===== config.mk =====
export PLATFORM = sky130hd
export DESIGN_NAME = fetch_unit
export DESIGN_NICKNAME = d
export VERILOG_FILES = /design/src/rtl/fetch_unit_pkg.sv /design/src/rtl/fetch_predecode.sv /design/src/rtl/fetch_unit.sv
export SDC_FILE = /design/constraint.sdc
export NUM_CORES = 1
export LEC_CHECK = 0
export BUFFER_PORTS_ARGS = -buffer_cell sky130_fd_sc_hd__buf_2
export CAP_MARGIN = 25
export CORE_MARGIN = 1
export CORE_UTILIZATION = 40
export CTS_CLUSTER_DIAMETER = 150
export DETAILED_ROUTE_END_ITERATION = 8
export PLACE_DENSITY = 0.7
export SYNTH_ARGS = -nofsm -noshare
export SYNTH_HDL_FRONTEND = slang
export SYNTH_SLANG_ARGS = --single-unit

===== constraint.sdc =====
create_clock -name clk -period 3.01 [get_ports clk]
set_input_delay 0.4515 -clock clk [delete_from_list [all_inputs] [get_ports clk]]
set_output_delay 0.4515 -clock clk [all_outputs]
set_load 0.005 [all_outputs]

===== src/rtl/fetch_unit_pkg.sv =====
// Constants shared between fetch, decode and the ROM image builder.
package fetch_unit_pkg;

  localparam int unsigned ADDR_W_DEFAULT = 10;

  localparam logic [5:0] OP_ADDI = 6'h10;
  localparam logic [5:0] OP_J    = 6'h28;

  localparam int unsigned OPCODE_MSB   = 31;
  localparam int unsigned OPCODE_LSB   = 26;
  localparam int unsigned J_TARGET_MSB = 25;
  localparam int unsigned J_TARGET_LSB = 0;

  typedef enum logic [0:0] {
    StIdle,
    StRun
  } fetch_state_e;

  function automatic logic [5:0] get_opcode(input logic [31:0] instr);
    return instr[OPCODE_MSB:OPCODE_LSB];
  endfunction

endpackage


===== src/rtl/fetch_predecode.sv =====
// Combinational predecode: spots unconditional jumps and picks the next PC.
module fetch_predecode
  import fetch_unit_pkg::*;
#(
  parameter int unsigned ADDR_W = ADDR_W_DEFAULT
) (
  input  logic [ADDR_W-1:0] pc,
  input  logic [31:0]       rom_data,
  output logic              is_jump,
  output logic [ADDR_W-1:0] next_pc
);

  logic [J_TARGET_MSB-J_TARGET_LSB:0] j_target;
  logic                               unused_target;

  always_comb begin
    j_target = rom_data[J_TARGET_MSB:J_TARGET_LSB];
    is_jump  = (get_opcode(rom_data) == OP_J);
    // Target bits above the PC width are dropped.
    next_pc  = is_jump ? j_target[ADDR_W-1:0] : pc + ADDR_W'(1);
  end

  assign unused_target = ^j_target;

endmodule


===== src/rtl/fetch_unit.sv =====
// Instruction fetch sequencer: owns the PC, follows J via predecode and
// presents each fetched word in a single-entry valid/ready slot.
module fetch_unit
  import fetch_unit_pkg::*;
#(
  parameter int unsigned       ADDR_W   = ADDR_W_DEFAULT,
  parameter logic [ADDR_W-1:0] RESET_PC = '0
) (
  input  logic              clk,
  input  logic              rst_n,
  input  logic              fetch_en,
  output logic [ADDR_W-1:0] rom_addr,
  input  logic [31:0]       rom_data,
  input  logic              redirect_valid,
  input  logic [ADDR_W-1:0] redirect_pc,
  output logic              out_valid,
  input  logic              out_ready,
  output logic [31:0]       out_instr,
  output logic [ADDR_W-1:0] out_pc
);

  fetch_state_e      state_q, state_d;
  logic [ADDR_W-1:0] pc_q, pc_d;
  logic [ADDR_W-1:0] slot_pc_q, slot_pc_d;
  logic [31:0]       instr_q, instr_d;
  logic              valid_q, valid_d;

  logic              run;
  logic              slot_free;
  logic              capture;
  logic [ADDR_W-1:0] next_pc;
  logic              unused_is_jump;

  fetch_predecode #(
    .ADDR_W (ADDR_W)
  ) u_predecode (
    .pc       (pc_q),
    .rom_data (rom_data),
    .is_jump  (unused_is_jump),
    .next_pc  (next_pc)
  );

  // State register
  always_ff @(posedge clk) begin
    if (!rst_n) begin
      state_q <= StIdle;
    end else begin
      state_q <= state_d;
    end
  end

  // Next-state logic; redirects never touch the state
  always_comb begin
    state_d = state_q;
    unique case (state_q)
      StIdle:  if (fetch_en)  state_d = StRun;
      StRun:   if (!fetch_en) state_d = StIdle;
      default: state_d = StIdle;
    endcase
  end

  // Outputs
  always_comb begin
    run       = (state_q == StRun);
    rom_addr  = pc_q;
    out_valid = valid_q;
    out_instr = instr_q;
    out_pc    = slot_pc_q;
  end

  // PC and slot next-state; redirect wins over capture and over acceptance
  always_comb begin
    slot_free = !valid_q || out_ready;
    capture   = run && !redirect_valid && slot_free;
    pc_d      = pc_q;
    slot_pc_d = slot_pc_q;
    instr_d   = instr_q;
    valid_d   = valid_q;
    if (redirect_valid) begin
      pc_d    = redirect_pc;
      valid_d = 1'b0;
    end else if (capture) begin
      pc_d      = next_pc;
      slot_pc_d = pc_q;
      instr_d   = rom_data;
      valid_d   = 1'b1;
    end else if (valid_q && out_ready) begin
      valid_d = 1'b0;
    end
  end

  always_ff @(posedge clk) begin
    if (!rst_n) begin
      pc_q      <= RESET_PC;
      slot_pc_q <= '0;
      instr_q   <= '0;
      valid_q   <= 1'b0;
    end else begin
      pc_q      <= pc_d;
      slot_pc_q <= slot_pc_d;
      instr_q   <= instr_d;
      valid_q   <= valid_d;
    end
  end

endmodule


# After elaboration in Yosys (flattened, before gate mapping)
# Index checks and enable logic that the tools add are counted.
classes:
  add_sub_neg: 1
  eq_ne: 1
  muxes: 6
  bitwise: 2
  n_reduce_logical: 10
op_table:
  columns: ["operator", "n"]
  rows:
  - ["$mux W10", 3]
  - ["$add A10 B1 Y10 const B", 1]
  - ["$eq A6 B6 Y1 const B", 1]
  - ["$reduce_bool A2 Y1", 2]
  - ["$logic_and A1 B1 Y1", 3]
  - ["$mux W1", 3]
  - ["$logic_not A1 Y1", 2]
  - ["$not A1 Y1", 2]
  - ["$reduce_and A2 Y1", 1]
  - ["$reduce_or A2 Y1", 1]
  - ["$logic_or A1 B1 Y1", 1]
totals:
  ff_bits: 54
  inputBits: 47
  wordCells: 25

# Depth between registers and ports, before layout
depth:
  word_depth: 5
  ltp_mapped: 7

# Cells and area by module
# From an unflattened synthesis, not the netlist that was laid out.
unflattened:
  cells_unflattened: 301
  hier_area_um2: 2532.4
by_module_without_submodules:
  columns: ["module", "instances", "cells_per_inst", "area_per_inst_um2", "seq_area_each_um2"]
  rows:
  - ["fetch_unit", 1, 258, 2248.4, 1081.0]
  - ["fetch_predecode", 1, 43, 284.0, 0.0]

# Worst setup path before layout
# OpenSTA, ideal clock, no wires.
synth_timing:
  kind: "input to register"
  start: "in rom_data[27]"
  end: "reg pc_q[5] (netlist: rom_addr[5])"
  setup_ns: 0.120
  arrival_ns: 1.476
  t_required_ns: 2.890
  slack_ns: 1.414
  stages: 5
  path_buffers: 0
  cell_sequence: "nor4b_4 > nand3b_4 > mux2_4 > a221oi_2 > nor2_1"
synth_between:
  elab_chain_len: 4
synth_lines:
  columns: ["item", "line", "text"]
  rows:
  - ["start, declared", "fetch_unit.sv:13", "input logic [31:0] rom_data,"]
  - ["$eq A6 B6 Y1", "fetch_predecode.sv:18", "is_jump = (get_opcode(rom_data) == OP_J);"]
  - ["$mux W10", "fetch_predecode.sv:20", "next_pc = is_jump ? j_target[ADDR_W-1:0] : pc + ADDR_W'(1);"]
  - ["$mux W10", "fetch_unit.sv:82", "end else if (capture) begin"]
  - ["$mux W10", "fetch_unit.sv:79", "if (redirect_valid) begin"]
  - ["end signal, assigned", "fetch_unit.sv:99", "pc_q <= pc_d;"]
  - ["end, declared", "fetch_unit.sv:23", "logic [ADDR_W-1:0] pc_q, pc_d;"]
# Every way passes these cells. The select of a mux whose other input is x is not followed.
# A chain may end at the register's enable or synchronous reset.

# Final worst setup path
layout_timing:
  start: "reg valid_q (netlist: out_valid)"
  end: "reg pc_q[4] (netlist: rom_addr[4])"
layout_between:
  elab_chain_len: 4
layout_lines:
  columns: ["item", "line", "text"]
  rows:
  - ["start, declared", "fetch_unit.sv:26", "logic valid_q, valid_d;"]
  - ["start signal, assigned", "fetch_unit.sv:102", "valid_q <= valid_d;"]
  - ["$logic_not A1 Y1", "fetch_unit.sv:73", "slot_free = !valid_q || out_ready;"]
  - ["$logic_or A1 B1 Y1", "fetch_unit.sv:73", null]
  - ["$logic_and A1 B1 Y1", "fetch_unit.sv:74", "capture = run && !redirect_valid && slot_free;"]
  - ["$reduce_bool A2 Y1 (no line)", null, null]
# Every way passes these cells.

==> results.cfg <==
[outcome]
status = finished, final reports clean

[finish]
fin_util_pct = 53.2
multiInputGateArea_mm2 = 0.00118
diodes = 0
nFillCells = 558
areaGrowthSynthToFinish_pct = 25.8
drive_gt1_share_pct = 31.7
finalInstanceArea_mm2 = 0.00299
nets = 422
regArea_mm2 = 0.00108

[sta]
fmax_mhz = 526
fin_skew_ns = 0.00946
report.final.setup_viol = 0
tightest_slew_ns = 0.822
fin_hold_ws_ns = 0.350
period_share_pct = 63.1
grt_setup_unrepaired = no
fin_crit_ns = 1.90
setup_tns_ns = 0
max_slew_margin_pct = 45.2
drv_slew = 0
hold_viol_final = 0

[floorplan]
die_w_um = 79.0
io_pins = 100
die_area_mm2 = 0.00624
die_y_um = 79.0
coreArea_mm2 = 0.00561
row_count = 27
start_util_pct = 42.3

[logic_synthesis]
synth.distinct_cells = 40
synth_fp_nets = 335
synth-seq-area-share_pct = 45.6
synth_area_per_cell_um2 = 8.27
async_reset_ff_share_pct = 0
synthCells = 287
yosysWarnings = 0
synth_edf_count = 0
synthesis.area_mm2 = 0.00237
synth-seq-cells = 54
synthFlopType = dfxtp_1

[routing]
wl_met1_um = 2720
wire_per_inst_um = 13.5
post-route-drc-count = 0
wl_um = 6030
final_antenna_net_count = 0
wl_met3_um = 628
drt-initial-drc-count = 105
vias = 2275
top_layer_used = met4
drt-pass1-iter-count = 5
viasPerCell = 5.09
met2WireLength_um = 2540

[cts]
cts_resized = 0
cts_buffers = 5
cts_sinks = 54
cts_hold_buf = 0
max-clock-path-buffers = 2
clk_pin_slew_ns = 0.10
cts_root_buf = clkbuf_8
post-cts-setup-buffer-count = 0
cts_max_level = 2
tritoncts = done
insertion_delay_ns = 0.31

[global_route]
grt_max_degree = 55
track_usage_pct = 20.0
first_global_vias = 2065
gr-total-overflow = 0
grt_pass1_wl_um = 9740
antenna_found_initial = 0

[placement]
placed_cell_area_mm2 = 0.00289
port_buffers = 99
place_congestion = 0.828
hpwl_um = 4250

[setup_path]
setup.worst_path.start_class = flop
endpoint_kind = flop
critical_path_class = reg -> reg
crit_arrival_ns = 2.11
crit_required_ns = 3.22
critical_path_peak_fanout = 28

[power_and_ir_drop]
p_leak_nw = 1.33
ir_drop_v = 0.000209
p_per_area_mw_per_mm2 = 452

[run]
maxCapViolations = 0

[worst_hold_path]
hold_path.class = in -> reg
synth_stat cells, types with 3 or more instances:
cell type  count  area (um2)
a21oi_1       10        50.1
inv_1          3        11.3
a21boi_1      40         300
clkbuf_1      13        48.8
nand3_1        5        25.0
a21o_1         3        22.5
nand4_1        3        18.8
dfxtp_1       54        1080
nand2_1       95         357
o21ai_1        4        20.0
o21ai_0        6        30.0
buf_2          7        35.0
nor2_1         6        22.5
nor3_1         4        20.0
final timing paths:
kind	start	endpoint	slack, ns	cells past startpoint
worst max-delay path	out_valid	rom_addr[4]	1.11	6
worst min-delay path	fetch_en	run	0.35	2
worst min register to register	out_instr[10]	out_instr[10]	0.45	2
worst max register to register	out_valid	rom_addr[4]	1.11	6
stage by stage:
stage                     setup WS [ns]  instances  power, mW
after floorplan                    1.41        287      0.867
after global placement            0.917        439      0.948
after detailed placement          0.876        439      0.950
after CTS                          1.12        447       1.36
after global routing              0.966        447       1.42
final                              1.11        447       1.35
per-layer routing:
| metal | vias up | track usage, % |
|---|---|---|
| met3 | 17 | 7.47 |
| li1 | 1135 | - |
| met4 | 0 | 7.64 |
| met2 | 111 | 31.2 |
| met1 | 1012 | 24.9 |
| met5 | - | 0 |
registers in the layout (all words and copies together) (netlist names):
| signal | cells |
|---|---|
| out_pc | 10 |
| out_valid | 1 |
| out_instr | 32 |
| run | 1 |
| rom_addr | 10 |
report_power, final:
| part | leakage, nW | total (mW) | switching [mW] | internal, mW |
|---|---|---|---|---|
| clock network | 0.0482 | 0.416 | 0.230 | 0.186 |
| registers | 0.440 | 0.769 | 0.0274 | 0.742 |
| logic | 0.838 | 0.165 | 0.0860 | 0.0788 |
| total | 1.33 | 1.35 | 0.343 | 1.01 |
layout make-up:
cell class,instances,area share [%]
multi-input cells,208,39.6
flip-flops and latches,54,36.2
repair buffers,102,17.8
well taps,72,3.02
clock buffers,7,2.89
inverters,3,0.377
clock inverters,1,0.168
worst max-delay path, stage by stage (launching register included):
cell      delay (ns)
dfxtp_1         0.32
nand2b_1        0.09
and2_1          0.39
nand2_1         0.45
buf_12          0.31
o221ai_1        0.17
nor2_1          0.05
cell families (layout without fill, tap and decap cells):
logic type | count (synthesis) | count (layout) | synth area share [%]
compound gates | 76 | 76 | 22.3
xor+xnor | 3 | 3 | 1.11
fa+ha+maj | 1 | 1 | 0.527
buf+inv | 25 | 113 | 4.96
flops | 54 | 54 | 45.6
mux | 4 | 4 | 2.00
simple gates | 124 | 124 | 23.5
layout by cell type, fill, tap and decap left out, types with 2 or more instances in the layout:
master and instances:
a21boi_0 2, a21boi_1 40, a21o_1 3, a21oi_1 10, a31oi_1 2, and2_1 2
buf_2 99, buf_4 2, clkbuf_8 6, dfxtp_1 54, inv_1 3, mux2_2 2
nand2_1 95, nand2b_1 2, nand3_1 5, nand4_1 3, nor2_1 5, nor3_1 4
o21ai_0 6, o21ai_1 4, o22ai_1 2, xor2_1 2
No activity file was read; power rests on OpenSTA's default activity.
